File: src/rtl/psk_mode_ctrl.sv
// PSK mode controller: waits for loop lock, classifies BPSK/QPSK (or takes a forced
// mode), then packs per-symbol hard decisions into bytes behind a valid/ready port.
module psk_mode_ctrl #(
  parameter int unsigned ACQ_LEN   = 256,
  parameter int unsigned THR_SHIFT = 2
) (
  input  logic       clk,
  input  logic       rst_32M768_n,
  input  logic       lock,
  input  logic [1:0] cfg_mode,
  input  logic       det_vld,
  input  logic       det_bpsk,
  input  logic [1:0] det_qpsk,
  output logic       det_en,
  output logic       mode_vld,
  output logic       mode_qpsk,
  output logic [7:0] byte_data,
  output logic       byte_vld,
  input  logic       byte_rdy,
  output logic       overflow,
  output logic [1:0] state
);

  localparam int unsigned CNT_W = $clog2(ACQ_LEN + 1);
  localparam int unsigned BIT_W = 4;

  localparam logic [1:0] S_IDLE = 2'b00;
  localparam logic [1:0] S_ACQ  = 2'b01;
  localparam logic [1:0] S_RUN  = 2'b10;

  localparam logic [CNT_W-1:0] ACQ_END = CNT_W'(ACQ_LEN);
  localparam logic [CNT_W-1:0] OFF_THR = CNT_W'(ACQ_LEN >> THR_SHIFT);
  localparam logic [BIT_W-1:0] BYTE_BITS = BIT_W'(8);

  logic [1:0]       state_nxt;
  logic             det_en_nxt, mode_vld_nxt, mode_qpsk_nxt;
  logic [7:0]       byte_data_nxt;
  logic             byte_vld_nxt, overflow_nxt;
  logic [CNT_W-1:0] sym_cnt, sym_cnt_nxt, sym_inc;
  logic [CNT_W-1:0] off_cnt, off_cnt_nxt, off_inc;
  logic [7:0]       shreg, shreg_nxt, shift_in;
  logic [BIT_W-1:0] bit_cnt, bit_cnt_nxt, bit_inc;

  // Next-state and registered-output logic
  always_comb begin
    state_nxt     = state;
    det_en_nxt    = det_en;
    mode_vld_nxt  = mode_vld;
    mode_qpsk_nxt = mode_qpsk;
    byte_data_nxt = byte_data;
    byte_vld_nxt  = byte_vld;
    overflow_nxt  = overflow;
    sym_cnt_nxt   = sym_cnt;
    off_cnt_nxt   = off_cnt;
    shreg_nxt     = shreg;
    bit_cnt_nxt   = bit_cnt;

    sym_inc  = sym_cnt + CNT_W'(1);
    // BPSK constellation points only land in quadrants 00/11
    off_inc  = off_cnt + CNT_W'(det_qpsk[1] ^ det_qpsk[0]);
    shift_in = mode_qpsk ? {shreg[5:0], det_qpsk} : {shreg[6:0], det_bpsk};
    bit_inc  = bit_cnt + (mode_qpsk ? BIT_W'(2) : BIT_W'(1));

    if (byte_vld && byte_rdy) byte_vld_nxt = 1'b0;

    case (state)
      S_IDLE: begin
        if (lock) begin
          det_en_nxt  = 1'b1;
          sym_cnt_nxt = '0;
          off_cnt_nxt = '0;
          shreg_nxt   = '0;
          bit_cnt_nxt = '0;
          if (cfg_mode == 2'b01 || cfg_mode == 2'b10) begin
            state_nxt     = S_RUN;
            mode_vld_nxt  = 1'b1;
            mode_qpsk_nxt = cfg_mode[1];
          end else begin
            state_nxt     = S_ACQ;
            mode_qpsk_nxt = 1'b0;
          end
        end
      end

      S_ACQ: begin
        if (!lock) begin
          state_nxt    = S_IDLE;
          det_en_nxt   = 1'b0;
          mode_vld_nxt = 1'b0;
          sym_cnt_nxt  = '0;
          off_cnt_nxt  = '0;
        end else if (det_vld) begin
          sym_cnt_nxt = sym_inc;
          off_cnt_nxt = off_inc;
          if (sym_inc == ACQ_END) begin
            mode_qpsk_nxt = (off_inc >= OFF_THR);
            mode_vld_nxt  = 1'b1;
            state_nxt     = S_RUN;
            sym_cnt_nxt   = '0;
            off_cnt_nxt   = '0;
            shreg_nxt     = '0;
            bit_cnt_nxt   = '0;
          end
        end
      end

      S_RUN: begin
        // A byte completing on the lock-loss edge is still delivered
        if (det_vld) begin
          shreg_nxt   = shift_in;
          bit_cnt_nxt = bit_inc;
          if (bit_inc == BYTE_BITS) begin
            bit_cnt_nxt = '0;
            if (byte_vld && !byte_rdy) begin
              overflow_nxt = 1'b1;
            end else begin
              byte_data_nxt = shift_in;
              byte_vld_nxt  = 1'b1;
            end
          end
        end
        if (!lock) begin
          state_nxt    = S_IDLE;
          det_en_nxt   = 1'b0;
          mode_vld_nxt = 1'b0;
          shreg_nxt    = '0;
          bit_cnt_nxt  = '0;
        end
      end

      default: begin
        state_nxt    = S_IDLE;
        det_en_nxt   = 1'b0;
        mode_vld_nxt = 1'b0;
      end
    endcase
  end

  always_ff @(posedge clk or negedge rst_32M768_n) begin
    if (!rst_32M768_n) begin
      state     <= S_IDLE;
      det_en    <= 1'b0;
      mode_vld  <= 1'b0;
      mode_qpsk <= 1'b0;
      byte_data <= '0;
      byte_vld  <= 1'b0;
      overflow  <= 1'b0;
      sym_cnt   <= '0;
      off_cnt   <= '0;
      shreg     <= '0;
      bit_cnt   <= '0;
    end else begin
      state     <= state_nxt;
      det_en    <= det_en_nxt;
      mode_vld  <= mode_vld_nxt;
      mode_qpsk <= mode_qpsk_nxt;
      byte_data <= byte_data_nxt;
      byte_vld  <= byte_vld_nxt;
      overflow  <= overflow_nxt;
      sym_cnt   <= sym_cnt_nxt;
      off_cnt   <= off_cnt_nxt;
      shreg     <= shreg_nxt;
      bit_cnt   <= bit_cnt_nxt;
    end
  end

endmodule
File: config.mk
export PLATFORM = sky130hd
export DESIGN_NAME = psk_mode_ctrl
export DESIGN_NICKNAME = d
export VERILOG_FILES = /design/src/rtl/psk_mode_ctrl.sv
export SDC_FILE = /design/constraint.sdc
export NUM_CORES = 1
export LEC_CHECK = 0
export ABC_AREA = 1
export BUFFER_PORTS_ARGS = -buffer_cell sky130_fd_sc_hd__buf_2
export CORE_ASPECT_RATIO = 0.75
export CORE_MARGIN = 2
export CORE_UTILIZATION = 30
export CTS_CLUSTER_SIZE = 30
export DETAILED_ROUTE_END_ITERATION = 12
export GPL_TIMING_DRIVEN = 1
export PLACE_DENSITY = 0.58
export RECOVER_POWER = 50
export SYNTH_ARGS = -nofsm -noshare
export SYNTH_HDL_FRONTEND = slang
export SYNTH_SLANG_ARGS = --single-unit
File: constraint.sdc
create_clock -name clk -period 3.1 [get_ports clk]
set_input_delay 0.62 -clock clk [delete_from_list [all_inputs] [get_ports clk]]
set_output_delay 0.62 -clock clk [all_outputs]
set_load 0.03 [all_outputs]
[Yosys cells after proc, flatten, opt, wreduce, memory -nomap -nowiden]
Index checks and enable logic that the tools add are counted.
Word-level totals
  register bits: 44
  input bits: 10
  output and inout bits: 15
  word-level logic and storage cells: 102
Operators by class
  add/subtract/negate cells: 3
  magnitude comparators: 1
  equality and inequality tests: 16
  mux-type cells: 53
  bitwise gates (word level): 2
  reductions and logical operators: 16
Operator list (number)
  2-to-1 mux 9 bit: 7
  2-to-1 mux 7 bit: 6
  case mux 9 bit (2 select lines): 2
  2-to-1 mux 4 bit: 7
  case mux 7 bit (3 select lines): 1
  2-to-1 mux 1 bit: 17
  2-to-1 mux 2 bit: 7
  != test 2 bit, second input constant: 7
  case mux 4 bit (3 select lines): 1
  AND reduction 4 bit: 3
  AND reduction 5 bit: 2
  adder 9 x 1 -> 9 bit: 1
  adder 9 x 1 -> 9 bit, second input constant: 1
  == test 9 bit, second input constant: 1
  greater-or-equal comparator 9 x 7 -> 1 bit, second input constant: 1
  != test 3 bit, second input constant: 3
  2-to-1 mux 8 bit: 1
  case mux 2 bit (3 select lines): 1
  AND reduction 6 bit: 1
  adder 4 x 2 -> 4 bit: 1
  == test 2 x 1 -> 1 bit, second input constant: 2
  == test 2 bit, second input constant: 2
  == test 4 bit, second input constant: 1
  case mux 1 bit (2 select lines): 2
  other kinds (12): 13

[Logic depth before layout (Yosys ltp)]
  depth after elaboration: 7
  depth in mapped cells: 13
  gate-level depth less buffers: 12

[Worst setup path after synthesis]
No wires, ideal clock.
  kind: reg2reg
  start: register mode_qpsk
  end: register byte_data[0]
  library setup time: 118 ps
  data arrival time: 2479 ps
  required time: 2982 ps
  setup slack: 504 ps
  stages on the path, launching flop included: 14
  path buffers: 1
  period minus slack after synthesis: 2596 ps
  path through: dfrtp_1 > clkbuf_1 > inv_1 > ha_1 > inv_1 > fa_1 > xor2_1 > nand3_1 > inv_1 > nand4_1 > nor2_2 > inv_1 > nand2_1 > nand2_1
On the way
  word-level cells in the longest chain between the ends: 4
  elaborated cells between the ends (all ways): 5
  classes of those cells: 1 x add/sub; 1 x eq/ne; 2 x mux; 1 x reduce/logical
Ends and longest elaborated chain
  start, declared: RTL line 16  | output logic mode_qpsk,
  start signal, assigned: RTL line 156  | mode_qpsk <= mode_qpsk_nxt;
  2-to-1 mux 2 bit: RTL line 62  | bit_inc = bit_cnt + (mode_qpsk ? BIT_W'(2) : BIT_W'(1));
  adder 4 x 2 -> 4 bit: RTL line 62
  == test 4 bit: RTL line 112  | if (bit_inc == BYTE_BITS) begin
  AND reduction 4 bit (no line)
  end signal, assigned: RTL line 157  | byte_data <= byte_data_nxt;
  end, declared: RTL line 17  | output logic [7:0] byte_data,
Several ways; a longest one is shown, not always the timed one.
A chain may end at the register's enable or synchronous reset.

[Final worst setup path]
Same ends and word-level chain as after synthesis.

==> impl_metrics.py <==
metrics = {
    "routing": {
        "route.detailed.drc": 0,
        "drt_iter0_markers": 111,
        "drtAntennaViolNets": 0,
        "routed_via_density": 4.64,
        "vias": 2213,
        "finalWirelength_mm": 5.65,
        "firstDrtPassIters": 4,
        "post_drt_wl_per_cell_um": 11.8,
    },
    "layout": {
        "fin_nets": 389,
        "final_common_cell": "nand2_1",
        "antenna-diode-count": 0,
        "mostFrequentLayoutCells": "120 x nand2_1, 44 x dfrtp_1, 37 x inv_1",
        "layout-drive-gt1-share_pct": 13.8,
        "stdcell_area_um2": 3000,
        "syn_to_final_growth_pct": 15.4,
    },
    "clocking": {
        "cts-htree-levels": 2,
        "cts-root-buf": "clkbuf_16",
        "cts_tree": "yes",
        "worstSkewPairLatency_ns": 0.29,
        "cts_setup_buffers": 0,
        "ctsResizeCount": 0,
        "cts.sinks": 44,
        "cts_hold_buf": 0,
        "numCtsBuffers": 5,
        "cts_buffer_depth": 2,
        "clk_pin_slew_ns": 0.06,
    },
    "power": {
        "switchingPower_uw": 834,
        "p_leak_nw": 1.53,
        "p_int_mw": 1.27,
        "ir_worst_vdd_mv": 0.385,
        "switching_share_pct": 39.7,
        "power_frac_comb_pct": 36.8,
        "p_per_area_nw_per_um2": 701,
        "clkPwrFrac_pct": 30.2,
        "p_seq_share_pct": 33.0,
    },
    "flow_run": {
        "drv_cap": 1,
    },
    "timing": {
        "fin_crit_ns": 2.61,
        "slew_headroom_pct": -59.8,
        "tightest_slew_ns": 2.40,
        "rsz0062_at_grt": "false",
        "fin_hold_ws_ns": 0.476,
        "final-max-slew-violation-count": 45,
        "fin_setup_tns_ns": 0,
        "max_clock_freq_mhz": 383,
        "period_share_pct": 84.3,
        "setup_viol": 0,
        "finClkSkew_ns": 0.00476,
        "hold_viol": 0,
    },
    "placed_design": {
        "hpwl_mm": 4.10,
        "dpl_cell_area_um2": 2830,
        "gp_congestion": 0.801,
        "io_buffers": 24,
    },
    "global_routing": {
        "grt_pass1_vias": 2109,
        "grt_max_degree": 45,
        "antenna_found_initial": 0,
        "grt-ovfl-total": 0,
        "grt_use_total_pct": 13.3,
        "grt_pass1_wl_mm": 10.1,
    },
    "floorplanning": {
        "die_h_um": 84.6,
        "start_util_pct": 30.9,
        "die_w_um": 111,
        "rows": 29,
        "die_area_um2": 9430,
        "ios": 25,
        "core-area_um2": 8420,
    },
    "min_path": {
        "whs_path_depth": 2,
        "min_from": "bit_cnt[0]",
        "min_path_type": "flop to flop",
    },
    "synthesis": {
        "synthCells": 342,
        "yosysSeqAreaShare_pct": 42.4,
        "syn_avg_cell_area_um2": 7.60,
        "yosys_warnings": 0,
        "ys_ff_latch": 44,
        "synth_cell_type_count": 34,
        "syn_area_um2": 2600,
        "synth_nets": 363,
    },
    "critical_path": {
        "r2r_setup_slack_ns": 0.49,
        "reg2reg_depth": 12,
        "crit_arrival_ns": 2.79,
        "cp-start-kind": "flop",
        "cp_max_fo": 10,
        "r2r-start": "mode_qpsk",
        "critPathCaptureType": "flop",
        "worstSetupPathType": "flop to flop",
        "required_ns": 3.28,
        "critical_path.startpoint": "mode_qpsk",
    },
    "status": {
        "violations": "max-capacitance violations, max-slew violations",
        "status": "finished, violations left",
    },
}
==> sequential cells by signal (all words and copies together), names as in the netlist <==
signal,count
bit_cnt,4
byte_data,8
byte_vld,1
det_en,1
mode_qpsk,1
mode_vld,1
off_cnt,9
overflow,1
shreg,7
state,2
sym_cnt,9
==> critical path: stages, from the launching register on <==
cell and delay [ns]:
dfrtp_1 0.37, inv_1 0.23, ha_1 0.22, inv_1 0.05
fa_1 0.37, xor2_1 0.21, nand3_1 0.12, inv_1 0.07
nand4_1 0.20, nor2_2 0.31, inv_1 0.19, nand2_1 0.10
nand2_1 0.05
==> metrics by stage <==
stage	util, %	instances	power, mW	worst slack [ns]
floorplan	-	342	1.29	0.504
global placement	33.6	469	1.47	0.616
detailed placement	33.6	469	1.48	0.496
CTS	35.7	477	2.13	0.467
global route	35.6	477	2.28	0.127
finish	35.6	477	2.10	0.486
==> cell families (layout without fill, tap and decap cells) <==
family / count (synthesis) / count (layout) / share of synthesized area (%)
AOI/OAI and AO/OA: 26 / 26 / 5.78
xor gates and xnor gates: 9 / 9 / 3.03
adders and majority gates: 11 / 11 / 5.59
buffers and inverters: 46 / 73 / 7.13
DFF: 44 / 44 / 42.4
and+or+nand+nor: 206 / 206 / 36.1
==> cell usage after synthesis <==
cell type / count / share of area, %
nor2_1: 33 / 4.8
nand4_4: 1 / 0.82
buf_4: 1 / 0.29
nand2_4: 2 / 0.87
o21ai_0: 12 / 2.3
nor2_4: 2 / 0.87
o21ai_1: 3 / 0.58
o21bai_1: 2 / 0.58
nand3_1: 10 / 1.9
ha_1: 10 / 4.8
clkbuf_1: 4 / 0.58
a21oi_1: 1 / 0.19
buf_2: 1 / 0.19
nand3_2: 2 / 0.77
buf_6: 1 / 0.43
o22ai_1: 6 / 1.4
or2_2: 7 / 1.7
dfrtp_1: 44 / 42
nor3_1: 4 / 0.77
nand2_1: 120 / 17
nand3b_1: 1 / 0.29
inv_1: 37 / 5.3
nor2_2: 4 / 0.96
nor3_2: 1 / 0.39
nand2_2: 2 / 0.48
xnor2_1: 2 / 0.67
nor3b_1: 1 / 0.29
and3_1: 1 / 0.24
o21ai_2: 1 / 0.34
fa_1: 1 / 0.77
inv_2: 2 / 0.29
xor2_1: 7 / 2.4
nand4_1: 15 / 3.6
o41ai_1: 1 / 0.34
==> area by class of cell <==
cell class | count | area, um^2
clock buffer | 6 | 139
multi-input combinational | 252 | 1310
tap | 108 | 135
clock inverter | 2 | 38.8
sequential | 44 | 1100
fill | 888 | 5420
inverter | 39 | 146
timing repair buffer | 26 | 126
==> power by group through the flow <==
| stage | clock network, mW | logic [mW] | registers [mW] |
|---|---|---|---|
| 6_report | 0.634 | 0.774 | 0.693 |
| 3_3_place_gp | 0 | 0.774 | 0.701 |
| 2_1_floorplan | 0 | 0.539 | 0.750 |
| 5_1_grt | 0.681 | 0.900 | 0.702 |
| 4_1_cts | 0.654 | 0.786 | 0.692 |
| 3_5_place_dp | 0 | 0.781 | 0.702 |
==> per-layer routing <==
metal,up-vias,global-route usage [%],wire length (um)
met3,2,3.90,246
met1,1016,19.6,3070
met4,0,3.03,35
met5,-,0,0
met2,44,19.2,2300
li1,1151,-,-
==> worst paths after layout <==
| path | end |
|---|---|
| min in group asynchronous | sym_cnt[4] |
| hold / removal | bit_cnt[0] |
| hold reg to reg | bit_cnt[0] |
| max in group asynchronous | overflow |
| setup reg to reg | byte_data[0] |
| setup / recovery | byte_data[0] |
Note: power is estimated with default switching activity, not from simulation.
